<file path="config.mk">
export PLATFORM = sky130hd
export DESIGN_NAME = serial_adder
export DESIGN_NICKNAME = d
export VERILOG_FILES = /design/src/rtl/serial_adder.sv
export SDC_FILE = /design/constraint.sdc
export NUM_CORES = 1
export LEC_CHECK = 0
export CORE_ASPECT_RATIO = 1.4
export CORE_MARGIN = 4
export CORE_UTILIZATION = 30
export DETAILED_ROUTE_END_ITERATION = 8
export GPL_TIMING_DRIVEN = 0
export PLACE_DENSITY_LB_ADDON = 0.15
export SLEW_MARGIN = 5
export SYNTH_ARGS = -nofsm -noshare
export SYNTH_HDL_FRONTEND = slang
export SYNTH_SLANG_ARGS = --single-unit
</file>
<file path="constraint.sdc">
create_clock -name CLK -period 1.4 [get_ports CLK]
set_input_delay 0.21 -clock CLK [delete_from_list [all_inputs] [get_ports CLK]]
set_output_delay 0.21 -clock CLK [all_outputs]
set_load 0.02 [all_outputs]
</file>
<file path="src/rtl/serial_adder.sv">
// -----------------------------------------------------------------------------
// serial_adder
//
// Bit-serial WIDTH-bit unsigned adder. A single full-adder cell and a carry
// flip-flop process the captured operands LSB-first, one bit per clock. The
// parallel result is reassembled in a shift register and published on SUM and
// Cout when the last bit has been processed.
//
// Parameters:
//   WIDTH  - operand/result width in bits (>= 2), default 8
//
// Ports:
//   CLK    in   1      system clock, rising edge
//   RST_N  in   1      asynchronous active-low reset
//   START  in   1      load request, sampled only while BUSY = 0
//   A      in   WIDTH  operand A, captured on the accepted START edge
//   B      in   WIDTH  operand B, captured on the accepted START edge
//   Cin    in   1      carry-in, captured on the accepted START edge
//   BUSY   out  1      high while an addition is in progress
//   DONE   out  1      one-cycle pulse: SUM/Cout have just been updated
//   SUM    out  WIDTH  registered result, held until the next completion
//   Cout   out  1      registered carry-out of bit WIDTH-1
//   OVF    out  1      (only with SERIAL_ADDER_OVF_EN) signed overflow flag
//
// Build option:
//   SERIAL_ADDER_OVF_EN - when defined, adds the OVF output, registered at
//                         completion as carry-into-MSB XOR carry-out-of-MSB.
// -----------------------------------------------------------------------------
module serial_adder #(
    parameter int WIDTH = 8
) (
    input  logic             CLK,
    input  logic             RST_N,
    input  logic             START,
    input  logic [WIDTH-1:0] A,
    input  logic [WIDTH-1:0] B,
    input  logic             Cin,
    output logic             BUSY,
    output logic             DONE,
    output logic [WIDTH-1:0] SUM,
    output logic             Cout
`ifdef SERIAL_ADDER_OVF_EN
    ,
    output logic             OVF
`endif
);

    localparam int CNT_W = $clog2(WIDTH);
    localparam logic [CNT_W-1:0] LAST_BIT = CNT_W'(WIDTH - 1);

    localparam logic [0:0] IDLE  = 1'b0;
    localparam logic [0:0] SHIFT = 1'b1;

    logic [0:0]       state_q, state_d;
    logic [WIDTH-1:0] a_q, a_d;
    logic [WIDTH-1:0] b_q, b_d;
    logic             carry_q, carry_d;
    logic [WIDTH-1:0] res_q, res_d;
    logic [CNT_W-1:0] cnt_q, cnt_d;
    logic [WIDTH-1:0] sum_q, sum_d;
    logic             cout_q, cout_d;
    logic             done_q, done_d;
`ifdef SERIAL_ADDER_OVF_EN
    logic             ovf_q, ovf_d;
`endif

    // The one full-adder cell, fed by the current operand LSBs and carry FF.
    logic bit_sum;
    logic bit_carry;
    logic last_bit;

    always_comb begin
        bit_sum   = a_q[0] ^ b_q[0] ^ carry_q;
        bit_carry = (a_q[0] & b_q[0]) | (a_q[0] & carry_q) | (b_q[0] & carry_q);
        last_bit  = (cnt_q == LAST_BIT);
    end

    always_comb begin
        state_d = state_q;
        a_d     = a_q;
        b_d     = b_q;
        carry_d = carry_q;
        res_d   = res_q;
        cnt_d   = cnt_q;
        sum_d   = sum_q;
        cout_d  = cout_q;
        done_d  = 1'b0;
`ifdef SERIAL_ADDER_OVF_EN
        ovf_d   = ovf_q;
`endif

        case (state_q)
            IDLE: begin
                if (START) begin
                    a_d     = A;
                    b_d     = B;
                    carry_d = Cin;
                    res_d   = '0;
                    cnt_d   = '0;
                    state_d = SHIFT;
                end
            end

            SHIFT: begin
                a_d     = a_q >> 1;
                b_d     = b_q >> 1;
                // New sum bits enter at the MSB; after WIDTH shifts bit 0
                // has walked down to the LSB position.
                res_d   = {bit_sum, res_q[WIDTH-1:1]};
                carry_d = bit_carry;
                cnt_d   = cnt_q + CNT_W'(1);
                if (last_bit) begin
                    sum_d   = {bit_sum, res_q[WIDTH-1:1]};
                    cout_d  = bit_carry;
`ifdef SERIAL_ADDER_OVF_EN
                    // carry_q is the carry into the MSB on this last step.
                    ovf_d   = carry_q ^ bit_carry;
`endif
                    done_d  = 1'b1;
                    cnt_d   = '0;
                    state_d = IDLE;
                end
            end

            default: begin
                state_d = IDLE;
            end
        endcase
    end

    always_ff @(posedge CLK or negedge RST_N) begin
        if (!RST_N) begin
            state_q <= IDLE;
            a_q     <= '0;
            b_q     <= '0;
            carry_q <= 1'b0;
            res_q   <= '0;
            cnt_q   <= '0;
            sum_q   <= '0;
            cout_q  <= 1'b0;
            done_q  <= 1'b0;
`ifdef SERIAL_ADDER_OVF_EN
            ovf_q   <= 1'b0;
`endif
        end else begin
            state_q <= state_d;
            a_q     <= a_d;
            b_q     <= b_d;
            carry_q <= carry_d;
            res_q   <= res_d;
            cnt_q   <= cnt_d;
            sum_q   <= sum_d;
            cout_q  <= cout_d;
            done_q  <= done_d;
`ifdef SERIAL_ADDER_OVF_EN
            ovf_q   <= ovf_d;
`endif
        end
    end

    assign BUSY = (state_q == SHIFT);
    assign DONE = done_q;
    assign SUM  = sum_q;
    assign Cout = cout_q;
`ifdef SERIAL_ADDER_OVF_EN
    assign OVF  = ovf_q;
`endif

endmodule

</file>
Word level (Yosys, flattened, before mapping):

Cells that the tools add are included.

* bits in registers: 39
* latch bits: 0
* RAM bits: 0
* ROM bits: 0
* bits of input ports: 20
* output and inout port bits: 11
* word-level logic and storage cells: 37
* memories: 0

* $add $sub $neg: 1
* $mul: 0
* div/mod/pow operators: 0
* magnitude comparators: 0
* equal/unequal tests: 2
* shifts and indexed selects: 0
* muxes and demuxes: 16
* bitwise operators: 8
* reductions and logical operators: 1

Operator list (count)
* $pmux W8 S2: 3
* $mux W8: 3
* $mux W3: 2
* $pmux W3 S2: 1
* $mux W1: 5
* $pmux W1 S2: 2
* $add A3 B1 Y3 const B: 1
* $and A1 B1 Y1: 3
* $eq A3 B3 Y1 const B: 1
* $ne A2 B2 Y1 const B: 1
* $or A1 B1 Y1: 2
* $reduce_and A2 Y1: 1
* $xor A1 B1 Y1: 2
* $not A1 Y1: 1

Depth between registers and ports, before layout:

* word-level depth: 4
* mapped depth: 4
* depth with buffers taken out: 4

Worst setup path after synthesis:

Ideal clock, no wire load.

* kind: reg-to-reg
* start: register cnt_q[0]
* end: register cout_q (netlist: Cout)
* setup time: 0.125 ns
* data arrival time: 1.258 ns
* slack: 0.018 ns
* stages on the path, launching flop included: 5
* buffers on the path: 0
* period minus slack after synthesis: 1.382 ns
* path through: dfrtp_1 -> ha_1 -> ha_1 -> nand2_2 -> mux2_2

* cells in the longest elaborated chain, start to end: 2

RTL lines
* from (decl): line 59 `logic [CNT_W-1:0] cnt_q, cnt_d;`
* from (signal assigned): line 151 `cnt_q <= cnt_d;`
* $eq A3 B3 Y1: line 75 `last_bit = (cnt_q == LAST_BIT);`
* $reduce_and A2 Y1 (no source line)
* to (signal assigned): line 153 `cout_q <= cout_d;`
* to (decl): line 61 `logic cout_q, cout_d;`

Every way passes these cells.
A chain may end at the register's enable or synchronous reset.

Final worst setup path:

* start: register cnt_q[0]
* end: register sum_q[3] (netlist: SUM[3])

* cells in the longest elaborated chain, start to end: 2

RTL lines
* $eq A3 B3 Y1: line 75
* $reduce_and A2 Y1 (no source line)
* to (signal assigned): line 152 `sum_q <= sum_d;`
* to (decl): line 60 `logic [WIDTH-1:0] sum_q, sum_d;`

Every way passes these cells.

==> flow_summary_export.csv <==
group,metric,value,unit
layout,utilization,41.5,%
global_routing,grt_pass1_vias,1153,
drt,met3_length,160,um
sta,min_period,1.37,ns
setup_path,crit_buf_inv,0,
layout,final_nets,191,
synth,ys_ff_latch,38,
setup_path,cpPeakStageDelay,0.39,ns
clock_tree,clockRootBuffer,"clkbuf_8",
drt,drtIter0Drc,16,
synth,syn_area,0.00162,sq mm
floorplan,start_util,31.2,%
clock_tree,cts_sinks,38,
drt,drt-vias-per-instance,4.65,
synth,synth_nets,153,
clock_tree,clk_pin_slew_worst_paths,0.08,ns
floorplan,die_w,70.1,um
synth,yosysWarnings,0,
layout,synthToLayoutAreaGrowth,32.9,%
global_routing,grt_overflow,0,
pwr,pwr_density_cell,2090,mW/mm^2
layout,instances_no_fill,235,
sta,drv_slew,0,
drt,routed_wl,3240,um
clock_tree,cts_max_path_buffers,2,
drt,met1_length,1420,um
drt,drc,0,
sta,finalWorstSetupSlack,0.0341,ns
status,status,"finished, final reports clean",
clock_tree,cts_tree,"yes",
synth,yosysSeqAreaShare,58.6,%
clock_tree,htreeDepth,2,
pwr,seqPwrFrac,41.4,%
global_routing,antenna_found_initial,0,
setup_path,worstPathMaxFanout,5,
pwr,p_sw,1.43,mW
placement,dpl.hpwl,2270,um
floorplan,core_area,0.00520,sq mm
clock_tree,hold_buffers,0,
setup_path,crit_cells,4,
setup_path,critPathSlowestCell,"dfrtp_1",
global_routing,grt_pass1_wl,5550,um
synth,synthCells,130,
sta,finalClockSkew,0.00795,ns
setup_path,cp-start-kind,"flip-flop",
setup_path,worst_setup_path_end_kind,"flip-flop",
floorplan,rows,31,
global_routing,grt_max_degree,39,
placement,dp.cells,225,
setup_path,r2r_end,"SUM[3]",
drt,wl_met2,1600,um
synth,yosys.cell_types.count,20,
layout,design_area,0.00216,sq mm
floorplan,die_h,95.0,um
pwr,intPower,3.07,mW
setup_path,r2r_slack,0.03,ns
clock_tree,cts_inserted_buffers,5,
layout,antennaDiodeCount,0,
hold_path,hold_class,"in2async",
pwr,power_frac_clock,25.4,%
drt,via_count,1092,
drt,top_layer_used,"met4",
placement,pre_cts_slack,-0.115,ns
setup_path,path_delay_family,"adder cells",
placement,place.gp.congestion,0.758,
setup_path,crit_required,1.57,ns
synth,synth.avg_cell_area,12.5,sq um
drt,wl_per_cell,13.8,um
placement,io_buffers,29,
global_routing,track_usage,10.8,%
floorplan,dieArea,0.00666,sq mm
setup_path,path_cells,"ha_1 > ha_4 > nand2_4 > mux2_2",
sta,maxSlewHeadroom,43.9,%
pwr,ir_worst_vdd,0.918,mV
sta,hold_violations,0,
pwr,leakage,1.01,nW
pwr,netSwitchingFraction,31.7,%
sta,grt_setup_unrepaired,"false",
placement,placed_area,0.00199,sq mm
sta,period_share,97.6,%
drt,dr.pass1.iters,4,
setup_path,crit_type,"reg2reg",
setup_path,endpoint,"SUM[3]",
sta,setup-violations-final,0,
sta,fin_hold_ws,0.0181,ns
clock_tree,clock_latency,0.29,ns
layout,drive_gt1_share,18.3,%
setup_path,rr_worst_depth,4,
sta,max_freq,732,MHz
setup_path,timing.rr.start,"cnt_q[0]",
layout,fillCellCount,547,
drt,ant_nets,0,
setup_path,worstPathArrival,1.54,ns
sta,worstMarginPinSlew,0.842,ns
pwr,p_comb_share,33.2,%
job,cap_violations,0,
setup_path,cp-startpoint,"cnt_q[0]",
floorplan,pin_count,31,
-- cell usage after synthesis --
cell,count,area [sq um]
ha_1,2,25.0
mux2i_1,17,170
clkbuf_1,1,3.75
a22o_1,6,52.6
nor2_1,2,7.51
mux2_2,9,101
nor2_4,1,11.3
o21ai_0,12,60.1
buf_2,1,5.00
buf_8,1,15.0
nand2_2,1,6.26
buf_4,3,22.5
fa_1,1,20.0
nand2b_1,5,31.3
inv_1,2,7.51
dfrtp_1,38,951
o22ai_1,1,6.26
buf_6,2,22.5
nand2_1,18,67.6
o21ai_1,7,35.0
-- layout by cell type, fill, tap and decap left out, drive strengths merged --
cell,instances
fa,1
nand2b,5
inv,2
clkbuf,7
a22o,6
nor2,3
clkdlybuf4s50,17
bufinv,2
ha,2
mux2i,17
dlygate4sd2,11
buf,9
o21ai,19
o22ai,1
mux2,9
nand2,20
dfrtp,38
-- per-stage QoR --
stage                     total power, mW  TNS, ns
after floorplan                      2.82        0
after global placement               3.39   -30.10
after detailed placement             3.45   -0.987
after CTS                            4.52        0
after global routing                 4.84        0
final                                4.50        0
-- area by class of cell --
type | count | area (sq um) | share of cell area, %
clock inverters | 2 | 60.1 | 2.79
plain buffers | 8 | 68.8 | 3.19
multi-input cells | 83 | 623 | 28.9
well taps | 66 | 82.6 | 3.83
inverters | 2 | 7.51 | 0.348
flip-flops and latches | 38 | 952 | 44.2
repair buffers | 30 | 279 | 12.9
clock buffers | 6 | 82.6 | 3.83
-- worst min-delay path by stage --
stage          startpoint     end  slack, ns
3_5_place_dp        RST_N  SUM[6]       0.37
4_1_cts             RST_N  SUM[6]       0.05
6_report            RST_N  SUM[6]       0.02
3_3_place_gp       a_q[6]  a_q[5]       0.47
2_1_floorplan       RST_N    BUSY      -0.09
5_1_grt             RST_N  SUM[6]       0.08
-- metal layers --
metal  track usage (%)  up-vias
met2              18.2       26
met4              4.79        0
met5                 0        -
met1              12.5      537
li1                  -      523
met3              3.41        6
-- cells by family (layout without fill, tap and decap cells) --
logic type               count (synthesis)  after routing  share of synthesized area [%]
flip-flops                              38             38                           58.6
AO/OA/AOI/OAI                           26             26                           9.49
adder cells (fa/ha/maj)                  3              3                           2.78
multiplexers                            26             26                           16.7
buffers and inverters                   10             48                           4.71
AND/OR/NAND/NOR                         27             28                           7.64
-- registers in the layout, indices dropped and copies added, names as in the netlist --
| register | cells |
|---|---|
| b_q | 8 |
| a_q | 8 |
| SUM | 8 |
| res_q | 7 |
| Cout | 1 |
| BUSY | 1 |
| DONE | 1 |
| carry_q | 1 |
| cnt_q | 3 |
-- power groups by stage --
| stage | clock (mW) | combinational, mW | sequential (mW) |
|---|---|---|---|
| after floorplan | 0 | 0.825 | 1.99 |
| after global placement | 0 | 1.52 | 1.87 |
| after detailed placement | 0 | 1.57 | 1.89 |
| after CTS | 1.18 | 1.48 | 1.87 |
| after global routing | 1.23 | 1.67 | 1.94 |
| final | 1.14 | 1.49 | 1.86 |
-- repair_timing --
| action | CTS | global route |
|---|---|---|
| gates cloned | 1 | 0 |
| pin swaps | 1 | 1 |
| gates resized for setup | 13 | 3 |
| setup buffers | 0 | 1 |
| endpoints found under the setup margin | 20 | 10 |
Power figures use the tool's default switching activity.
